File: src/rtl/sram_arb_pkg.sv
// Shared constants and types for the feature-map SRAM port arbiter.
package sram_arb_pkg;
  localparam int SRAM_ADDR_W = 12;
  localparam int SRAM_DATA_W = 8;

  localparam int RD_DISP = 0;
  localparam int RD_CONV = 1;

  typedef enum logic [1:0] {
    IDLE  = 2'd0,
    LOCK0 = 2'd1,
    LOCK1 = 2'd2
  } lock_state_e;
endpackage

File: src/rtl/sram_arb_rd_pipe.sv
// Read-return valid tags and data path for the SRAM arbiter.
// ARB_RDATA_REG_EN adds a data register and a second valid stage (latency 2).
module sram_arb_rd_pipe
  import sram_arb_pkg::*;
#(
  parameter int DATA_W = SRAM_DATA_W
) (
  input  logic              i_clk,
  input  logic              i_rst,
  input  logic [1:0]        i_rd_gnt,
  input  logic [DATA_W-1:0] i_sram_q,
  output logic [1:0]        o_rd_valid,
  output logic [DATA_W-1:0] o_rd_data,
  output logic              o_busy
);

  logic [1:0] vld1_q;

  always_ff @(posedge i_clk or posedge i_rst) begin
    if (i_rst) vld1_q <= 2'b00;
    else       vld1_q <= i_rd_gnt;
  end

`ifdef ARB_RDATA_REG_EN
  logic [1:0]        vld2_q;
  logic [DATA_W-1:0] data_q;

  // Capture only real returns so the register never exposes stale SRAM output.
  always_ff @(posedge i_clk or posedge i_rst) begin
    if (i_rst) begin
      vld2_q <= 2'b00;
      data_q <= '0;
    end else begin
      vld2_q <= vld1_q;
      data_q <= (vld1_q != 2'b00) ? i_sram_q : '0;
    end
  end

  assign o_rd_valid = vld2_q;
  assign o_rd_data  = data_q;
  assign o_busy     = (vld1_q != 2'b00) | (vld2_q != 2'b00);
`else
  assign o_rd_valid = vld1_q;
  assign o_rd_data  = (vld1_q != 2'b00) ? i_sram_q : '0;
  assign o_busy     = (vld1_q != 2'b00);
`endif

endmodule

File: src/rtl/sram_port_arbiter.sv
// Single-port SRAM arbiter: write priority, burst-locked round-robin reads.
// Build option ARB_RDATA_REG_EN registers read data (see sram_arb_rd_pipe).
//
// state | meaning
// IDLE  | no burst owner; pick single requester or rr winner
// LOCK0 | display reader owns the read port until its last beat
// LOCK1 | conv reader owns the read port until its last beat
module sram_port_arbiter
  import sram_arb_pkg::*;
#(
  parameter int ADDR_W = SRAM_ADDR_W,
  parameter int DATA_W = SRAM_DATA_W
) (
  input  logic              i_clk,
  input  logic              i_rst,
  input  logic              i_wr_req,
  input  logic [ADDR_W-1:0] i_wr_addr,
  input  logic [DATA_W-1:0] i_wr_data,
  output logic              o_wr_gnt,
  input  logic [1:0]        i_rd_req,
  input  logic [ADDR_W-1:0] i_rd_addr0,
  input  logic [ADDR_W-1:0] i_rd_addr1,
  input  logic [1:0]        i_rd_last,
  output logic [1:0]        o_rd_gnt,
  output logic [1:0]        o_rd_valid,
  output logic [DATA_W-1:0] o_rd_data,
  output logic              o_sram_cen,
  output logic              o_sram_wen,
  output logic [ADDR_W-1:0] o_sram_a,
  output logic [DATA_W-1:0] o_sram_d,
  input  logic [DATA_W-1:0] i_sram_q,
  output logic              o_busy
);

  lock_state_e state_q, state_d;
  logic        rr_q, rr_d;
  logic        sel;
  logic [1:0]  cand;
  logic [1:0]  rd_gnt;
  logic        wr_gnt;
  logic        pipe_busy;

  always_comb begin
    sel  = rr_q;
    cand = 2'b00;
    case (state_q)
      IDLE: begin
        case (i_rd_req)
          2'b01:   sel = 1'(RD_DISP);
          2'b10:   sel = 1'(RD_CONV);
          default: sel = rr_q;
        endcase
        if (i_rd_req != 2'b00) cand = sel ? 2'b10 : 2'b01;
      end
      LOCK0: begin
        sel  = 1'(RD_DISP);
        cand = {1'b0, i_rd_req[0]};
      end
      LOCK1: begin
        sel  = 1'(RD_CONV);
        cand = {i_rd_req[1], 1'b0};
      end
      default: begin
        sel  = rr_q;
        cand = 2'b00;
      end
    endcase
  end

  // A write steals the port for one cycle without touching the lock state.
  assign wr_gnt = i_wr_req & ~i_rst;
  assign rd_gnt = (i_rst | i_wr_req) ? 2'b00 : cand;

  always_comb begin
    state_d = state_q;
    rr_d    = rr_q;
    case (state_q)
      IDLE: begin
        if (rd_gnt != 2'b00) begin
          if (i_rd_last[sel]) rr_d = ~sel;
          else if (sel)       state_d = LOCK1;
          else                state_d = LOCK0;
        end
      end
      LOCK0, LOCK1: begin
        if (!i_rd_req[sel] || (rd_gnt[sel] && i_rd_last[sel])) begin
          state_d = IDLE;
          rr_d    = ~sel;
        end
      end
      default: state_d = IDLE;
    endcase
  end

  always_ff @(posedge i_clk or posedge i_rst) begin
    if (i_rst) begin
      state_q <= IDLE;
      rr_q    <= 1'b0;
    end else begin
      state_q <= state_d;
      rr_q    <= rr_d;
    end
  end

  always_comb begin
    o_sram_cen = 1'b1;
    o_sram_wen = 1'b1;
    o_sram_a   = '0;
    o_sram_d   = '0;
    if (wr_gnt) begin
      o_sram_cen = 1'b0;
      o_sram_wen = 1'b0;
      o_sram_a   = i_wr_addr;
      o_sram_d   = i_wr_data;
    end else if (rd_gnt[RD_DISP]) begin
      o_sram_cen = 1'b0;
      o_sram_a   = i_rd_addr0;
    end else if (rd_gnt[RD_CONV]) begin
      o_sram_cen = 1'b0;
      o_sram_a   = i_rd_addr1;
    end
  end

  assign o_wr_gnt = wr_gnt;
  assign o_rd_gnt = rd_gnt;

  sram_arb_rd_pipe #(.DATA_W(DATA_W)) u_rd_pipe (
    .i_clk      (i_clk),
    .i_rst      (i_rst),
    .i_rd_gnt   (rd_gnt),
    .i_sram_q   (i_sram_q),
    .o_rd_valid (o_rd_valid),
    .o_rd_data  (o_rd_data),
    .o_busy     (pipe_busy)
  );

  assign o_busy = (state_q != IDLE) | pipe_busy;

endmodule

File: config.mk
export PLATFORM = sky130hd
export DESIGN_NAME = sram_port_arbiter
export DESIGN_NICKNAME = d
export VERILOG_FILES = /design/src/rtl/sram_arb_pkg.sv /design/src/rtl/sram_arb_rd_pipe.sv /design/src/rtl/sram_port_arbiter.sv
export SDC_FILE = /design/constraint.sdc
export NUM_CORES = 1
export LEC_CHECK = 0
export BUFFER_PORTS_ARGS = -buffer_cell sky130_fd_sc_hd__buf_2
export CAP_MARGIN = 20
export CELL_PAD_IN_SITES_DETAIL_PLACEMENT = 0
export CELL_PAD_IN_SITES_GLOBAL_PLACEMENT = 2
export CORE_ASPECT_RATIO = 1.25
export CORE_UTILIZATION = 16
export CTS_BUF_LIST = sky130_fd_sc_hd__clkbuf_16
export DETAILED_ROUTE_END_ITERATION = 8
export GPL_ROUTABILITY_DRIVEN = 0
export PLACE_DENSITY_LB_ADDON = 0.08
export SETUP_SLACK_MARGIN = 0.4
export SLEW_MARGIN = 20
export SYNTH_ARGS = -nofsm -noshare
export SYNTH_HDL_FRONTEND = slang
export SYNTH_SLANG_ARGS = --single-unit
File: constraint.sdc
create_clock -name i_clk -period 9.5 [get_ports i_clk]
set_clock_uncertainty 0.15 [all_clocks]
set_input_delay 2.375 -clock i_clk [delete_from_list [all_inputs] [get_ports i_clk]]
set_output_delay 2.375 -clock i_clk [all_outputs]
set_load 0.03 [all_outputs]
; ---- Word-level counts from Yosys, hierarchy flattened
; Index checks and enable logic that the tools add are counted.
[classes]
order_cmp = 1
eq_ne = 8
n_mux = 31
n_bitwise = 5
reduce_logical = 12
[ops]
columns = op, count
row1 = $mux 12, 3
row2 = $mux 8, 2
row3 = $mux 1, 14
row4 = $mux 2, 7
row5 = $reduce_bool 2->1, 5
row6 = $ne 2x2->1 const B, 4
row7 = $pmux 2 s3, 1
row8 = $eq 2x1->1 const B, 2
row9 = $eq 2x2->1 const B, 2
row10 = $pmux 1 s2, 2
row11 = $pmux 2 s2, 1
row12 = $reduce_and 4->1, 1
row13 = $pmux 1 s3, 1
row14 = $reduce_and 3->1, 1
row15 = $logic_not 2->1, 1
row16 = $lt 1x2->1 const B, 1
row17 = $not 1->1, 2
row18 = $or 1x1->1, 2
row19 = $reduce_or 2->1, 1
row20 = $and 1x1->1, 1
row21 = $logic_and 1x1->1, 1
row22 = $logic_not 1->1, 1
row23 = $logic_or 1x1->1, 1
[totals]
register_bits = 5
in_bits = 59
out_inout_bits = 36
wordCells = 60

; ---- Logic depth before layout (Yosys ltp)
; Gate-level depths: netlist of run 1.
[logic_depth]
depth_word = 13
mapped_depth = 10

; ---- By module
; Synthesis of run 1 repeated with hierarchy kept, for this count alone.
[hier_totals]
cells_unflattened = 103
hier_area_um2 = 834.6
[modules_own_cells]
columns = mod, instances, cells_each, area_each_um2, seq_area_each_um2
row1 = sram_port_arbiter, 1, 89, 695.7, 75.1
row2 = sram_arb_rd_pipe, 1, 14, 138.9, 50.0

; ---- Worst setup path before layout of run 1
; Ideal clock, no wire load.
[synth_timing]
kind = in2out
start = in i_rd_req[0]
end = out o_sram_a[10]
t_arrival_ps = 4285
path_slack_ps = 2690
cell_stages = 8
cell_sequence = inv_1 ha_1 mux2i_1 a21boi_2 nor2_4 clkbuf_1 a222oi_1 inv_1
[synth_between]
word_cells_on_any_way = 12
[synth_rtl]
columns = element, line_no
row1 = "start, declared", sram_port_arbiter.sv:20  ; input logic [1:0] i_rd_req,
row2 = $eq 2x2->1 / $eq 2x1->1 (equally long branches), sram_port_arbiter.sv:48  ; case (i_rd_req)
row3 = $pmux 1 s2, sram_port_arbiter.sv:48
row4 = $mux 1, sram_port_arbiter.sv:46  ; case (state_q)
row5 = $mux 2 (2 in a row), sram_port_arbiter.sv:53  ; if (i_rd_req != 2'b00) cand = sel ? 2'b10 : 2'b01;
row6 = $pmux 2 s3 (*), sram_port_arbiter.sv:46
row7 = $mux 2 (*), sram_port_arbiter.sv:72  ; assign rd_gnt = (i_rst | i_wr_req) ? 2'b00 : cand;
row8 = named net o_rd_gnt[0], sram_port_arbiter.sv:24  ; output logic [1:0] o_rd_gnt,
row9 = $mux 12 (*), sram_port_arbiter.sv:115  ; end else if (rd_gnt[RD_DISP]) begin
row10 = $mux 12 (*), sram_port_arbiter.sv:110  ; if (wr_gnt) begin
row11 = "end, declared", sram_port_arbiter.sv:29  ; output logic [ADDR_W-1:0] o_sram_a,
; The timed path passes the listed nets; every way through them passes the cells marked *. The select of a mux whose other input is x is not followed.

; ---- Final worst setup path of run 1
[layout_timing]
start = in i_rd_req[1]
end = out o_sram_a[10]
[layout_between]
elab_chain_cells = 10
word_cells_on_any_way = 12
[layout_rtl]
columns = element, line_no
row1 = $eq 2x2->1 / $eq 2x1->1 (equally long branches), sram_port_arbiter.sv:48
row2 = $pmux 1 s2, sram_port_arbiter.sv:48
row3 = $mux 1, sram_port_arbiter.sv:46
row4 = $mux 2 (2 in a row), sram_port_arbiter.sv:53
row5 = $pmux 2 s3 (*), sram_port_arbiter.sv:46
row6 = $mux 2 (*), sram_port_arbiter.sv:72
row7 = $mux 12, sram_port_arbiter.sv:118  ; end else if (rd_gnt[RD_CONV]) begin
row8 = $mux 12 (*), sram_port_arbiter.sv:115
row9 = $mux 12 (*), sram_port_arbiter.sv:110
; Mark *: on every way between the ends. The rest lies on a longest branch, timed or not. The select of a mux whose other input is x is not followed.

==> run metrics, run 1 <==
Reg-to-Reg Start=state_q[0]; library cells used by synthesis=31; die height=81.3 um; die area=5330 um^2; initial antenna violation count=0; switching pwr=0.000139 W; vias in the first global route=1056; initial drt markers=47; # rows=28; pre-CTS WS=2720 ps; Placed Cells=249; post-CTS setup buffer count=0; Worst R2R Path Depth=8; Worst-path clk slew=30 ps; Clock Tree Buf Depth=2; vias per cell=4.37; clock sink count=5; CORE AREA=4800 um^2; final period utilization=71.0%; P_int=0.000160 W; Critical R2R Capture=rr_q; slew margin rel.=64.0%; minimum clock period after layout=6750 ps; Hold WS=453 ps; total CTS buffers=3; Synth top cells by count=inv_1 (19), a222oi_1 (12), nor2b_1 (9); area of the multi-input gates=581 um^2; YS warnings=0; CP max-delay cell=mux2i_1; layout cells sized above 1=56.0%; Critical Path Sink Type=output pin; Setup CP Type=input pin to output pin; Post-Layout Cell Count=253; number of gates resized after cts=0; CP Max Fanout=16; CTS tree=built; # Max-Cap Violations=0; worst min-delay path category=flop to flop; Data arrival, critical path=4220 ps; via count=1105; hpwl dp=2.53 mm; Syn Nets=165; final-report setup violation count=0; switch share=46.6%; Worst-Margin Slew=539 ps; CP Launch Type=input pin; Worst IR Drop VDD=0.0623 mV; clk_lat worst skew=230 ps; LEAKAGE=0.863 nW; most common cell in the netlist=inv_1; Buffers on Ports=94; CP cell instances=buf_2 > inv_1 > ha_1 > mux2i_1 > a21boi_2 > nor2_4 > a222oi_1 > inv_1 > buf_2; Synth area leader=dfrtp_1; CP delay by family, top=buffers and inverters; detailed-route wire length=3.07 mm; htree depth=1; Max Freq=0.148 GHz; post-synthesis async set-or-reset flop share=100%; DR DRC count=0; ant diodes=0; fill count=531; Bufs and invs on worst path=4; Flop pwr share=11.6%; largest net degree at the start of global routing=24; total negative slack=0 ps; ys flop type=dfrtp_1; EDFF count, synth=0; P per Cell Area=212 nW/um^2; RSZ-0062 raised after global routing=false; max incr delay on CP=400 ps; syn avg cell area=8.06 um^2; Pre-antenna DRT Iters=5; Routed Antenna Nets=0; Worst EP required=6980 ps; top-level I/O count=95; Hold EP=rr_q; clock power share=23.0%; first-pass GRT wire length=4.64 mm; clock root cell=clkbuf_16; reg2reg setup slack=7070 ps; post-route setup slack=2750 ps; Yosys reg bits=5; top cell type's share of synthesized area=15.5%; status=completed; Synth Instances=100; hold path depth=1; fin. max-slew vios=0; Area Growth Syn to Fin=74.8%; Hold Violations, Final=0; wire per inst=12.1 um; share of total power in combinational logic=65.4%; Final #Nets=259; register area=125 um^2; Starting Density=16.8%; GRT Total Usage=11.3%; crit path launch=i_rd_req[1]; hold path startpoint=rr_q; share of the yosys chip area belonging to registers=15.5%; gr ovfl total=0; Netlist Area Pre-Place=806 um^2; Die X=65.5 um; synth top area cells=dfrtp_1 (16%), a222oi_1 (15%), ha_1 (9.3%), inv_1 (8.9%), mux2i_1 (7.5%); Post-CTS Hold Fix Bufs=0
==> layout by cell type (no fill, tap or decap) <==
cell	n
nand2_1	8
dfrtp_1	5
and2_1	8
buf_2	94
nand3_1	1
and3_1	1
o32a_1	1
a21oi_2	1
nor2_4	1
mux2_4	1
o22a_2	1
nand4b_1	1
o211ai_2	1
a222oi_1	12
o21ai_0	1
or3_4	1
a22o_1	1
a21oi_1	1
a211oi_4	1
inv_1	20
nand3b_1	1
nor2_1	2
ha_1	6
buf_4	1
a32oi_1	1
and2_2	1
mux2i_1	6
nor2b_2	1
a21boi_2	1
clkbuf_16	3
nor2b_1	9
==> metrics by stage <==
stage          util, %  total power (W)  instance area (um^2)
3_5_place_dp      27.7         0.000232                  1330
4_1_cts           29.4         0.000304                  1410
5_1_grt           29.4         0.000322                  1410
2_1_floorplan        -         0.000184                   806
6_report          29.4         0.000299                  1410
3_3_place_gp      27.7         0.000234                  1330
==> power groups by stage <==
stage | Combinational, W | Sequential, W | Clock (W)
floorplan | 0.000149 | 0.0000351 | 0
global placement | 0.000199 | 0.0000352 | 0
detailed placement | 0.000197 | 0.0000348 | 0
CTS | 0.000199 | 0.0000350 | 0.0000698
global route | 0.000215 | 0.0000358 | 0.0000715
finish | 0.000196 | 0.0000347 | 0.0000687
==> area by class of cell <==
type                            count  share of cell area (%)
Multi-Input combinational cell     70                    41.2
Sequential cell                     5                    8.88
Inverter                           19                    5.06
Clock inverter                      1                   0.266
Clock buffer                        3                    5.33
Timing Repair Buffer               95                    33.9
Tap cell                           60                    5.33
==> registers in the layout, indices dropped and copies added (netlist names) <==
signal / cells
rr_q: 1
u_rd_pipe.o_rd_valid: 2
state_q: 2
==> kinds of logic (layout without fill, tap and decap cells) <==
logic type	count (synthesis)	after routing	share of synthesized area (%)
compound gates	22	22	27.3
fa+ha+maj	6	6	9.32
buf+inv	25	118	12.4
flops	5	5	15.5
mux	7	7	9.32
simple gates	35	35	26.1
==> per-layer routing <==
metal | global-route usage (%) | vias to the layer above | share of wire, %
li1 | - | 540 | -
met1 | 12.1 | 507 | 37
met2 | 22.3 | 56 | 54
met3 | 2.67 | 2 | 8.4
met4 | 1.52 | 0 | 0.33
met5 | 0 | - | 0
==> worst max path at each step <==
| stage | endpoint | cells past startpoint | slack [ps] |
|---|---|---|---|
| final | o_sram_a[10] | 9 | 2750 |
| after global routing | o_sram_a[10] | 9 | 2550 |
| after global placement | o_sram_a[10] | 9 | 2760 |
| after CTS | o_sram_a[10] | 9 | 2710 |
| after detailed placement | o_sram_a[10] | 9 | 2720 |
| after floorplan | o_sram_a[10] | 8 | 2690 |
No activity file was read; power rests on OpenSTA's default activity.
==> inputs of run 2 (changes only) <==
ABC_AREA = 1   (was default)
CORE_UTILIZATION = 12   (was 16)
clock period = 6.08 ns   (was 9.5 ns; I/O delays follow)
==> run metrics, run 2 <==
status=completed; P per Cell Area=307 nW/um^2 (+45%); gr ovfl total=0 (unchanged); total negative slack=0 ps (unchanged); Hold Violations, Final=0 (unchanged); post-synthesis async set-or-reset flop share=100% (unchanged); share of total power in combinational logic=65.4% (about the same); initial drt markers=23 (-51%); Syn Nets=226 (+37%); commonest non-fill, non-tap cell in the layout=buf_2; total CTS buffers=3 (unchanged); Worst IR Drop VDD=0.0812 mV (+30%); most common cell in the netlist=nand2_1; Pre-antenna DRT Iters=4 (-1); Worst R2R Path Depth=11 (+3); clock sink count=5 (unchanged); Worst-path clk slew=30 ps (about the same); CP Launch Type=input pin; # Max-Cap Violations=0 (unchanged); wire per inst=9.90 um (-18%); syn avg cell area=5.28 um^2 (-35%); CORE AREA=6690 um^2 (+39%); switching pwr=0.000238 W (+70%); max incr delay on CP=350 ps (-50 ps); GRT Total Usage=9.02% (-2.2 points); final core occ=22.4% (-7.0 points); Hold EP=rr_q; LEAKAGE=0.989 nW (+15%); minimum clock period after layout=4850 ps; top cell type's share of synthesized area=23.4% (+7.9 points); Starting Density=12.7% (-4.1 points); ant diodes=0 (unchanged); clk_lat worst skew=220 ps (about the same); reg2reg setup slack=3780 ps (-3290 ps); switch share=51.6% (+5.0 points); htree depth=1 (unchanged); Max Freq=0.206 GHz; CP delay by family, top=buffers and inverters; largest net degree at the start of global routing=16 (-33%); CP Max Fanout=15 (-1); share of the yosys chip area belonging to registers=14.7% (-0.80 points); CP cell instances=buf_2 > inv_1 > ha_1 > inv_1 > nand2_1 > nand2_1 > nand3b_1 > nand2_1 > nand2_1 > inv_1 > nand3_1 > nand3_1 > buf_2; die area=7420 um^2 (+39%); Setup CP Type=input pin to output pin; first-pass GRT wire length=5.33 mm (+15%); Critical R2R Capture=state_q[0]; CTS tree=built; Synth Instances=161 (+61%); Post-CTS Hold Fix Bufs=0 (unchanged); vias in the first global route=1149 (+8.8%); post-synthesis compound-gate area fraction=2.50% (-25 points); vias per cell=3.70 (-15%); slew margin rel.=61.6% (-2.4 points); hold path depth=2 (+1); fin. max-slew vios=0 (unchanged); ys flop type=dfrtp_1; Bufs and invs on worst path=5 (+1); P_int=0.000222 W (+39%); most frequent CP cell=nand2_1; clock root cell=clkbuf_16; post-synthesis simple-gate area fraction=58.5% (+32 points); initial antenna violation count=0 (unchanged); via count=1270 (+15%); Reg-to-Reg Start=state_q[0]; hold path startpoint=rr_q; Data arrival, critical path=3180 ps (-1040 ps); Worst-Margin Slew=574 ps (+35.4 ps); Adder-Cell Fraction of Synth Area=8.84% (-0.48 points); Final #Nets=322 (+24%); xor-xnor portion of the synthesized cell area=0% (unchanged); hpwl dp=2.89 mm (+14%); number of gates resized after cts=0 (unchanged); DR DRC count=0 (unchanged); largest family of logic cells by synthesized area=simple AND/OR/NAND/NOR gates; Netlist Area Pre-Place=850 um^2 (+5.4%); die height=96.1 um (+18%); # rows=33 (+18%); final period utilization=79.8%; Routed Antenna Nets=0 (unchanged); top-level I/O count=95 (unchanged); clock power share=22.8% (-0.2 points); Critical Path Sink Type=output pin; CP max-delay cell=inv_1; Yosys reg bits=5 (unchanged); Synth area leader=nand2_1; most frequent cells in the layout=buf_2 (94), nand2_1 (53), inv_1 (29), nand3_1 (29), nor2_1 (22); Synth top cells by count=nand2_1 (53), nand3_1 (29), inv_1 (28); synth top area cells=nand2_1 (23%), nand3_1 (17%), dfrtp_1 (15%), inv_1 (12%), nor2_1 (9.7%); EDFF count, synth=0 (unchanged); Die X=77.3 um (+18%); worst min-delay path category=flop to flop; Flop pwr share=11.9% (+0.3 points); Buffers on Ports=94 (unchanged); Worst EP required=4410 ps (-2570 ps); Area Growth Syn to Fin=76.1%; mux contribution to synthesized area=0% (-9.3 points); detailed-route wire length=3.39 mm (+11%); final-report setup violation count=0 (unchanged); post-CTS setup buffer count=0 (unchanged); RSZ-0062 raised after global routing=false; Clock Tree Buf Depth=2 (unchanged); layout cells sized above 1=41.4% (-15 points); library cells used by synthesis=17 (-45%); YS warnings=0 (unchanged)
==> run 2: changes by cell type after synthesis, moves of 9 or more <==
cell / delta
nand2_1: +45
nand3_1: +28
nor2_1: +20
a222oi_1: -12
inv_1: +9
nor2b_1: -9
==> run 2: routing by layer <==
metal,track usage [%],up-vias,part of all wire (%)
met2,18.0,52,54
met5,0,-,0
li1,-,682,-
met1,9.85,534,40
met4,1.89,0,0.59
met3,1.61,2,5.5
==> run 2: power by group through the flow <==
stage          sequential, W  combinational, W  clock (W)
2_1_floorplan      0.0000551          0.000212          0
3_3_place_gp       0.0000559          0.000314          0
4_1_cts            0.0000548          0.000307   0.000107
5_1_grt            0.0000559          0.000336   0.000109
6_report           0.0000545          0.000301   0.000105
3_5_place_dp       0.0000551          0.000306          0
==> run 2: worst min-delay path: stages, from the launching register on <==
cell and delay [ps]:
dfrtp_1 380, nand2_1 70, nand2_1 50
==> run 2: cell type report <==
type / count / area, um^2
Clock buffer: 3 / 75.1
Clock inverter: 1 / 3.75
Fill cell: 835 / 5190
Inverter: 30 / 113
Multi-Input combinational cell: 122 / 593
Sequential cell: 5 / 125
Tap cell: 87 / 109
Timing Repair Buffer: 95 / 478
==> run 2: kinds of logic (layout without fill, tap and decap cells) <==
| group | after synthesis | in the layout |
|---|---|---|
| and+or+nand+nor | 114 | 114 |
| AOI/OAI and AO/OA | 2 | 2 |
| DFF | 5 | 5 |
| buffers and inverters | 34 | 129 |
| adders and majority gates | 6 | 6 |
==> run 2: worst max path at each step <==
stage                 from           to  slack [ps]  cells past startpoint
2_1_floorplan        i_rst   o_sram_cen        1140                      5
3_3_place_gp   i_rd_req[1]  o_sram_a[1]        1180                     13
3_5_place_dp   i_rd_req[0]  o_sram_a[1]        1170                     13
4_1_cts        i_rd_req[1]  o_sram_a[1]        1160                     13
5_1_grt        i_rd_req[1]  o_sram_a[6]         930                     13
6_report       i_rd_req[1]  o_sram_a[1]        1230                     13
==> run 2: metrics by stage <==
stage | hold slack [ps] | instances | setup WS, ps | instance area, um^2 | power [W]
final | 382 | 343 | 1230 | 1500 | 0.000460
after global routing | 400 | 343 | 926 | 1500 | 0.000501
after CTS | 389 | 343 | 1160 | 1500 | 0.000468
after detailed placement | 382 | 339 | 1170 | 1420 | 0.000361
after global placement | 396 | 339 | 1180 | 1420 | 0.000370
after floorplan | 313 | 161 | 1140 | 850 | 0.000267
